--- src/rtl/mult_ctrl.sv ---
// mult_ctrl: controller between the EX stage and an iterative 32x32 multiplier.
// It issues the operands and then ignores a possibly stale ready flag for a
// fixed blanking window. It captures the signed product and corrects it for
// unsigned requests. Finally it writes the architectural HI/LO registers.
// While an operation is in flight, multiply and HI/LO accesses from the
// pipeline are stalled.
module mult_ctrl #(
  parameter int BLANK_CYCLES = 2
) (
  input  logic        clk,
  input  logic        reset,
  input  logic        req_valid,
  input  logic        req_signed,
  input  logic [31:0] req_a,
  input  logic [31:0] req_b,
  input  logic        mfhi_req,
  input  logic        mflo_req,
  output logic [31:0] rd_data,
  output logic        stall,
  output logic [31:0] mult_a,
  output logic [31:0] mult_b,
  output logic        mult_start,
  input  logic        mult_ready,
  input  logic [63:0] mult_out,
  output logic [31:0] hi,
  output logic [31:0] lo
);

  // The counter must hold BLANK_CYCLES and still be at least one bit wide.
  localparam int CW = (BLANK_CYCLES < 1) ? 1 : $clog2(BLANK_CYCLES + 1);

  typedef enum logic [2:0] {
    S_IDLE  = 3'd0,
    S_START = 3'd1,
    S_BLANK = 3'd2,
    S_WAIT  = 3'd3,
    S_FIX   = 3'd4
  } state_t;

  state_t          state_reg;
  state_t          state_next;
  logic [CW-1:0]   cnt_reg;
  logic [31:0]     mult_a_reg;
  logic [31:0]     mult_b_reg;
  logic            mult_start_reg;
  logic            sgn_reg;
  logic [63:0]     prod_reg;
  logic [31:0]     hi_reg;
  logic [31:0]     lo_reg;
  logic            busy;

  // Unsigned correction terms: the multiplier returns a signed product. Any
  // operand whose top bit is set was seen as negative. The other operand must
  // then be added back into the upper word.
  logic [31:0]     corr_a;
  logic [31:0]     corr_b;

  genvar gi;
  generate
    for (gi = 0; gi < 32; gi++) begin : g_corr
      assign corr_a[gi] = mult_a_reg[31] & mult_b_reg[gi];
      assign corr_b[gi] = mult_b_reg[31] & mult_a_reg[gi];
    end
  endgenerate

  // State register.
  always_ff @(posedge clk) begin
    if (reset) begin
      state_reg <= S_IDLE;
    end else begin
      state_reg <= state_next;
    end
  end

  // Next-state logic.
  always_comb begin
    state_next = state_reg;
    case (state_reg)
      S_IDLE: begin
        if (req_valid) begin
          state_next = S_START;
        end
      end
      S_START: begin
        state_next = (BLANK_CYCLES == 0) ? S_WAIT : S_BLANK;
      end
      S_BLANK: begin
        // The counter is on its final count, so the window closes this cycle.
        if (cnt_reg <= CW'(1)) begin
          state_next = S_WAIT;
        end
      end
      S_WAIT: begin
        if (mult_ready) begin
          state_next = S_FIX;
        end
      end
      S_FIX: begin
        state_next = S_IDLE;
      end
      default: begin
        state_next = S_IDLE;
      end
    endcase
  end

  // Datapath registers: operand latch, start pulse, blank counter, product, HI/LO.
  always_ff @(posedge clk) begin
    if (reset) begin
      mult_start_reg <= 1'b0;
      mult_a_reg     <= '0;
      mult_b_reg     <= '0;
      sgn_reg        <= 1'b0;
      cnt_reg        <= '0;
      prod_reg       <= '0;
      hi_reg         <= '0;
      lo_reg         <= '0;
    end else begin
      // Registered so that the pulse is high exactly during the START cycle.
      mult_start_reg <= (state_next == S_START);
      case (state_reg)
        S_IDLE: begin
          if (req_valid) begin
            mult_a_reg <= req_a;
            mult_b_reg <= req_b;
            sgn_reg    <= req_signed;
          end
        end
        S_START: begin
          cnt_reg <= CW'(BLANK_CYCLES);
        end
        S_BLANK: begin
          if (cnt_reg != '0) begin
            cnt_reg <= cnt_reg - CW'(1);
          end
        end
        S_WAIT: begin
          if (mult_ready) begin
            prod_reg <= mult_out;
          end
        end
        S_FIX: begin
          lo_reg <= prod_reg[31:0];
          if (sgn_reg) begin
            hi_reg <= prod_reg[63:32];
          end else begin
            hi_reg <= prod_reg[63:32] + corr_a + corr_b;
          end
        end
        default: begin
        end
      endcase
    end
  end

  // Outputs: interlock and HI/LO read port, both combinational.
  always_comb begin
    busy    = (state_reg != S_IDLE);
    stall   = 1'b0;
    rd_data = '0;
    if (!reset) begin
      stall = busy & (req_valid | mfhi_req | mflo_req);
      if (mfhi_req) begin
        rd_data = hi_reg;
      end else if (mflo_req) begin
        rd_data = lo_reg;
      end
    end
  end

  assign mult_a     = mult_a_reg;
  assign mult_b     = mult_b_reg;
  assign mult_start = mult_start_reg;
  assign hi         = hi_reg;
  assign lo         = lo_reg;

endmodule
--- config.mk ---
export PLATFORM = sky130hd
export DESIGN_NAME = mult_ctrl
export DESIGN_NICKNAME = d
export VERILOG_FILES = /design/src/rtl/mult_ctrl.sv
export SDC_FILE = /design/constraint.sdc
export NUM_CORES = 1
export LEC_CHECK = 0
export ABC_CLOCK_PERIOD_IN_PS = 3700
export CORE_MARGIN = 2
export CORE_UTILIZATION = 27
export DETAILED_ROUTE_END_ITERATION = 6
export PLACE_DENSITY = 0.56
export SKIP_LAST_GASP = 1
export SYNTH_ARGS = -nofsm -noshare
export SYNTH_HDL_FRONTEND = slang
export SYNTH_SLANG_ARGS = --single-unit
--- constraint.sdc ---
create_clock -name clk -period 3.7 [get_ports clk]
set_clock_uncertainty 0.05 [all_clocks]
set_input_delay 0.74 -clock clk [delete_from_list [all_inputs] [get_ports clk]]
set_output_delay 0.74 -clock clk [all_outputs]
set_load 0.005 [all_outputs]
==> flow_metrics.env <==
export IMPL_grt_overflow_total=0
export IMPL_cp_end_kind="flop"
export IMPL_yosys_register_bits=199
export IMPL_post_synth_top_count_cell="sky130_fd_sc_hd__nand2_1"
export IMPL_place_inst=2115
export IMPL_cts_buffers=17
export IMPL_cp_arrival_ns=3.94
export IMPL_antenna_found_initial=0
export IMPL_route_detailed_drc=0
export IMPL_critPathMaxFanout=22
export IMPL_coreArea_mm2=0.0377
export IMPL_detailed_place_hpwl_mm=29.8
export IMPL_final_core_util_pct=38.7
export IMPL_critPathKind="flop to flop"
export IMPL_detail_route_first_pass_iterations=4
export IMPL_fmax_ghz=0.274
export IMPL_cellLeakagePower_nw=5.40
export IMPL_data_required_time_at_the_worst_endpoint_ns=3.99
export IMPL_groute_usage_overall_pct=19.7
export IMPL_post_route_cells_drive_above_1_share_pct=5.97
export IMPL_floorplan_die_area_mm2=0.0398
export IMPL_synth_main_ff_cell="sky130_fd_sc_hd__dfxtp_1"
export IMPL_io_buffers=296
export IMPL_holdWs_ns=0.400
export IMPL_power_internal_mw=3.68
export IMPL_switching_share_pct=26.4
export IMPL_antenna_cells=0
export IMPL_netlist_area_leader_share_pct=38.7
export IMPL_synth_net_count=1572
export IMPL_outcome="finished clean"
export IMPL_final_min_clock_period_ns=3.65
export IMPL_syn_instance_count=1373
export IMPL_final_non_filler_cell_total=2152
export IMPL_largest_net_degree_at_the_start_of_global_routing=96
export IMPL_worstSetupStartpointType="flop"
export IMPL_final_worst_slack_ns=0.0456
export IMPL_initialDrtViolationCount=443
export IMPL_yosys_warnings=0
export IMPL_cts_tree="built"
export IMPL_synth_edf_count=0
export IMPL_finalCritPeriodShare_pct=98.8
export IMPL_grt_pass1_vias=10011
export IMPL_regToRegSetupSlack_ns=0.05
export IMPL_cell_area_after_synthesis_mm2=0.0103
export IMPL_seq_pwr_share_pct=46.2
export IMPL_clock_tree_htree_level_count=4
export IMPL_finalWeightedCongestion=0.892
export IMPL_slew_headroom_pct=43.4
export IMPL_floorplan_die_width_um=199
export IMPL_grt_use_met3_pct=4.98
export IMPL_final_standard_cell_area_without_fillers_mm2=0.0146
export IMPL_avgSynthCellArea_um2=7.51
export IMPL_synth_async_sr_flop_share_pct=0
export IMPL_pre_cts_slack_ns=-0.148
export IMPL_maximum_clock_path_buffer_count=2
export IMPL_synth_cells_most_frequent="405 x sky130_fd_sc_hd__nand2_1, 234 x sky130_fd_sc_hd__a21oi_1, 199 x sky130_fd_sc_hd__dfxtp_1"
export IMPL_clk_transition_reported_paths_ns=0.07
export IMPL_netlist_top_cell_by_area="sky130_fd_sc_hd__dfxtp_1"
export IMPL_busiest_layer="met2"
export IMPL_detail_route_wl_per_cell_um=18.3
export IMPL_start_util_pct=27.4
export IMPL_power_share_combinational_pct=13.7
export IMPL_core_rowCount=71
export IMPL_placement_cell_area_mm2=0.0138
export IMPL_ioPinCount=297
export IMPL_layout_nets=1827
export IMPL_dr_total_vias=10186
export IMPL_p_switching_mw=1.32
export IMPL_globalRouteMet2Util_pct=31.2
export IMPL_worst_slew_pin_slew_ns=0.849
export IMPL_post_drt_via_cell_ratio=4.73
export IMPL_vdd_ir_drop_max_v=0.000317
export IMPL_clock_insertion_delay_worst_skew_ns=0.45
export IMPL_grt_first_pass_wirelength_mm=59.0
export IMPL_power_density_mw_per_mm2=343
export IMPL_synth_lib_cells_used_distinct=57
export IMPL_largest_reg_flops=64
export IMPL_finalHoldViolCount=0
export IMPL_synthToLayoutAreaGrowth_pct=41.4
export IMPL_grt_setup_unrepaired="yes"
export IMPL_seq_area_frac_synth_pct=38.7
export IMPL_report_final_setup_viol=0
export IMPL_hold_buffers=0
export IMPL_fp_dieH_um=199
export IMPL_power_share_clock_pct=40.1
export IMPL_netlist_top_cells_area="sky130_fd_sc_hd__dfxtp_1 39%, sky130_fd_sc_hd__nand2_1 15%, sky130_fd_sc_hd__a21oi_1 11%"
export IMPL_ctsRootBufferMaster="sky130_fd_sc_hd__clkbuf_16"
export IMPL_maxCapViolCount=0
export IMPL_hp_class="flop to flop"
export IMPL_cts_sinks=199
export IMPL_detail_route_antenna_nets=0
export IMPL_timing_max_transition_violations_final=0
export IMPL_use_met1_pct=26.8
export IMPL_drt_total_wl_mm=39.3
==> power by group through the flow <==
stage | clock, mW | sequential, mW | combinational [mW]
floorplan | 0 | 2.32 | 0.306
global placement | 0 | 2.36 | 0.673
detailed placement | 0 | 2.36 | 0.676
CTS | 2.06 | 2.31 | 0.682
global route | 2.13 | 2.32 | 0.757
finish | 2.01 | 2.31 | 0.683
==> cell usage in the layout, fill, tap and decap left out, types with 5 or more instances in the layout <==
cell	n
sky130_fd_sc_hd__nor3_1	13
sky130_fd_sc_hd__o21ai_0	33
sky130_fd_sc_hd__o211ai_1	13
sky130_fd_sc_hd__dfxtp_1	196
sky130_fd_sc_hd__a31oi_1	5
sky130_fd_sc_hd__and3_1	7
sky130_fd_sc_hd__nor2b_1	5
sky130_fd_sc_hd__clkbuf_16	17
sky130_fd_sc_hd__ha_1	29
sky130_fd_sc_hd__a211oi_1	6
sky130_fd_sc_hd__nor2_1	95
sky130_fd_sc_hd__nand3_1	12
sky130_fd_sc_hd__xnor2_1	8
sky130_fd_sc_hd__buf_4	29
sky130_fd_sc_hd__nand2_1	404
sky130_fd_sc_hd__and2_1	62
sky130_fd_sc_hd__a311oi_1	8
sky130_fd_sc_hd__a21oi_1	233
sky130_fd_sc_hd__inv_1	15
sky130_fd_sc_hd__clkdlybuf4s50_1	294
sky130_fd_sc_hd__xor2_1	11
sky130_fd_sc_hd__fa_1	30
sky130_fd_sc_hd__o21ai_1	6
sky130_fd_sc_hd__a21o_1	12
==> critical path: stages, from the launching register on <==
cell                        delay (ns)
sky130_fd_sc_hd__dfxtp_4          0.37
sky130_fd_sc_hd__buf_4            0.13
sky130_fd_sc_hd__buf_6            0.15
sky130_fd_sc_hd__and2_1           0.17
sky130_fd_sc_hd__fa_1             0.51
sky130_fd_sc_hd__ha_2             0.31
sky130_fd_sc_hd__a21oi_2          0.17
sky130_fd_sc_hd__o21ai_1          0.12
sky130_fd_sc_hd__a311oi_1         0.26
sky130_fd_sc_hd__o21ai_1          0.13
sky130_fd_sc_hd__o2111ai_2        0.34
sky130_fd_sc_hd__a21oi_1          0.11
sky130_fd_sc_hd__o21a_1           0.18
sky130_fd_sc_hd__or3_1            0.31
sky130_fd_sc_hd__a41o_1           0.24
==> final timing paths <==
path | end | depth (start not counted) | startpoint
setup / recovery | hi[27] | 14 | mult_a[31]
setup reg to reg | hi[27] | 14 | mult_a[31]
hold reg to reg | lo[9] | 2 | prod_reg[9]
hold / removal | lo[9] | 2 | prod_reg[9]
==> final cells by class <==
type / instances / area (um^2)
clock buffers: 19 / 453
fillers: 4006 / 23100
inverters: 17 / 63.8
flip-flops and latches: 199 / 3990
repair buffers: 332 / 3290
clock inverters: 13 / 168
multi-input cells: 1061 / 5970
well taps: 511 / 639
==> metrics by stage <==
step	TNS, ns	total power [mW]
2_1_floorplan	0	2.62
5_1_grt	-0.499	5.21
6_report	0	5.00
3_5_place_dp	-0.295	3.04
3_3_place_gp	-0.0205	3.04
4_1_cts	0	5.06
==> layer usage <==
layer | up-vias | share of wire, %
met5 | - | 0
met4 | 0 | 1.4
met3 | 24 | 7.0
met2 | 323 | 44
met1 | 4767 | 47
li1 | 5072 | -
==> logic make-up after synthesis <==
kind of cell	after synthesis	share of synthesized area, %
and+or+nand+nor	625	25.8
AOI/OAI and AO/OA	349	19.3
muxes	4	0.401
buffers and inverters	113	4.14
DFF	199	38.7
xor gates and xnor gates	19	1.61
adders and majority gates	64	10.1
==> timing repair <==
item                       in CTS  in global routing
gates resized for setup         4                 22
buffers inserted                0                  5
pin swaps                       1                 12
setup endpoints to repair       4                  5
Note: power is estimated with default switching activity, not from simulation.
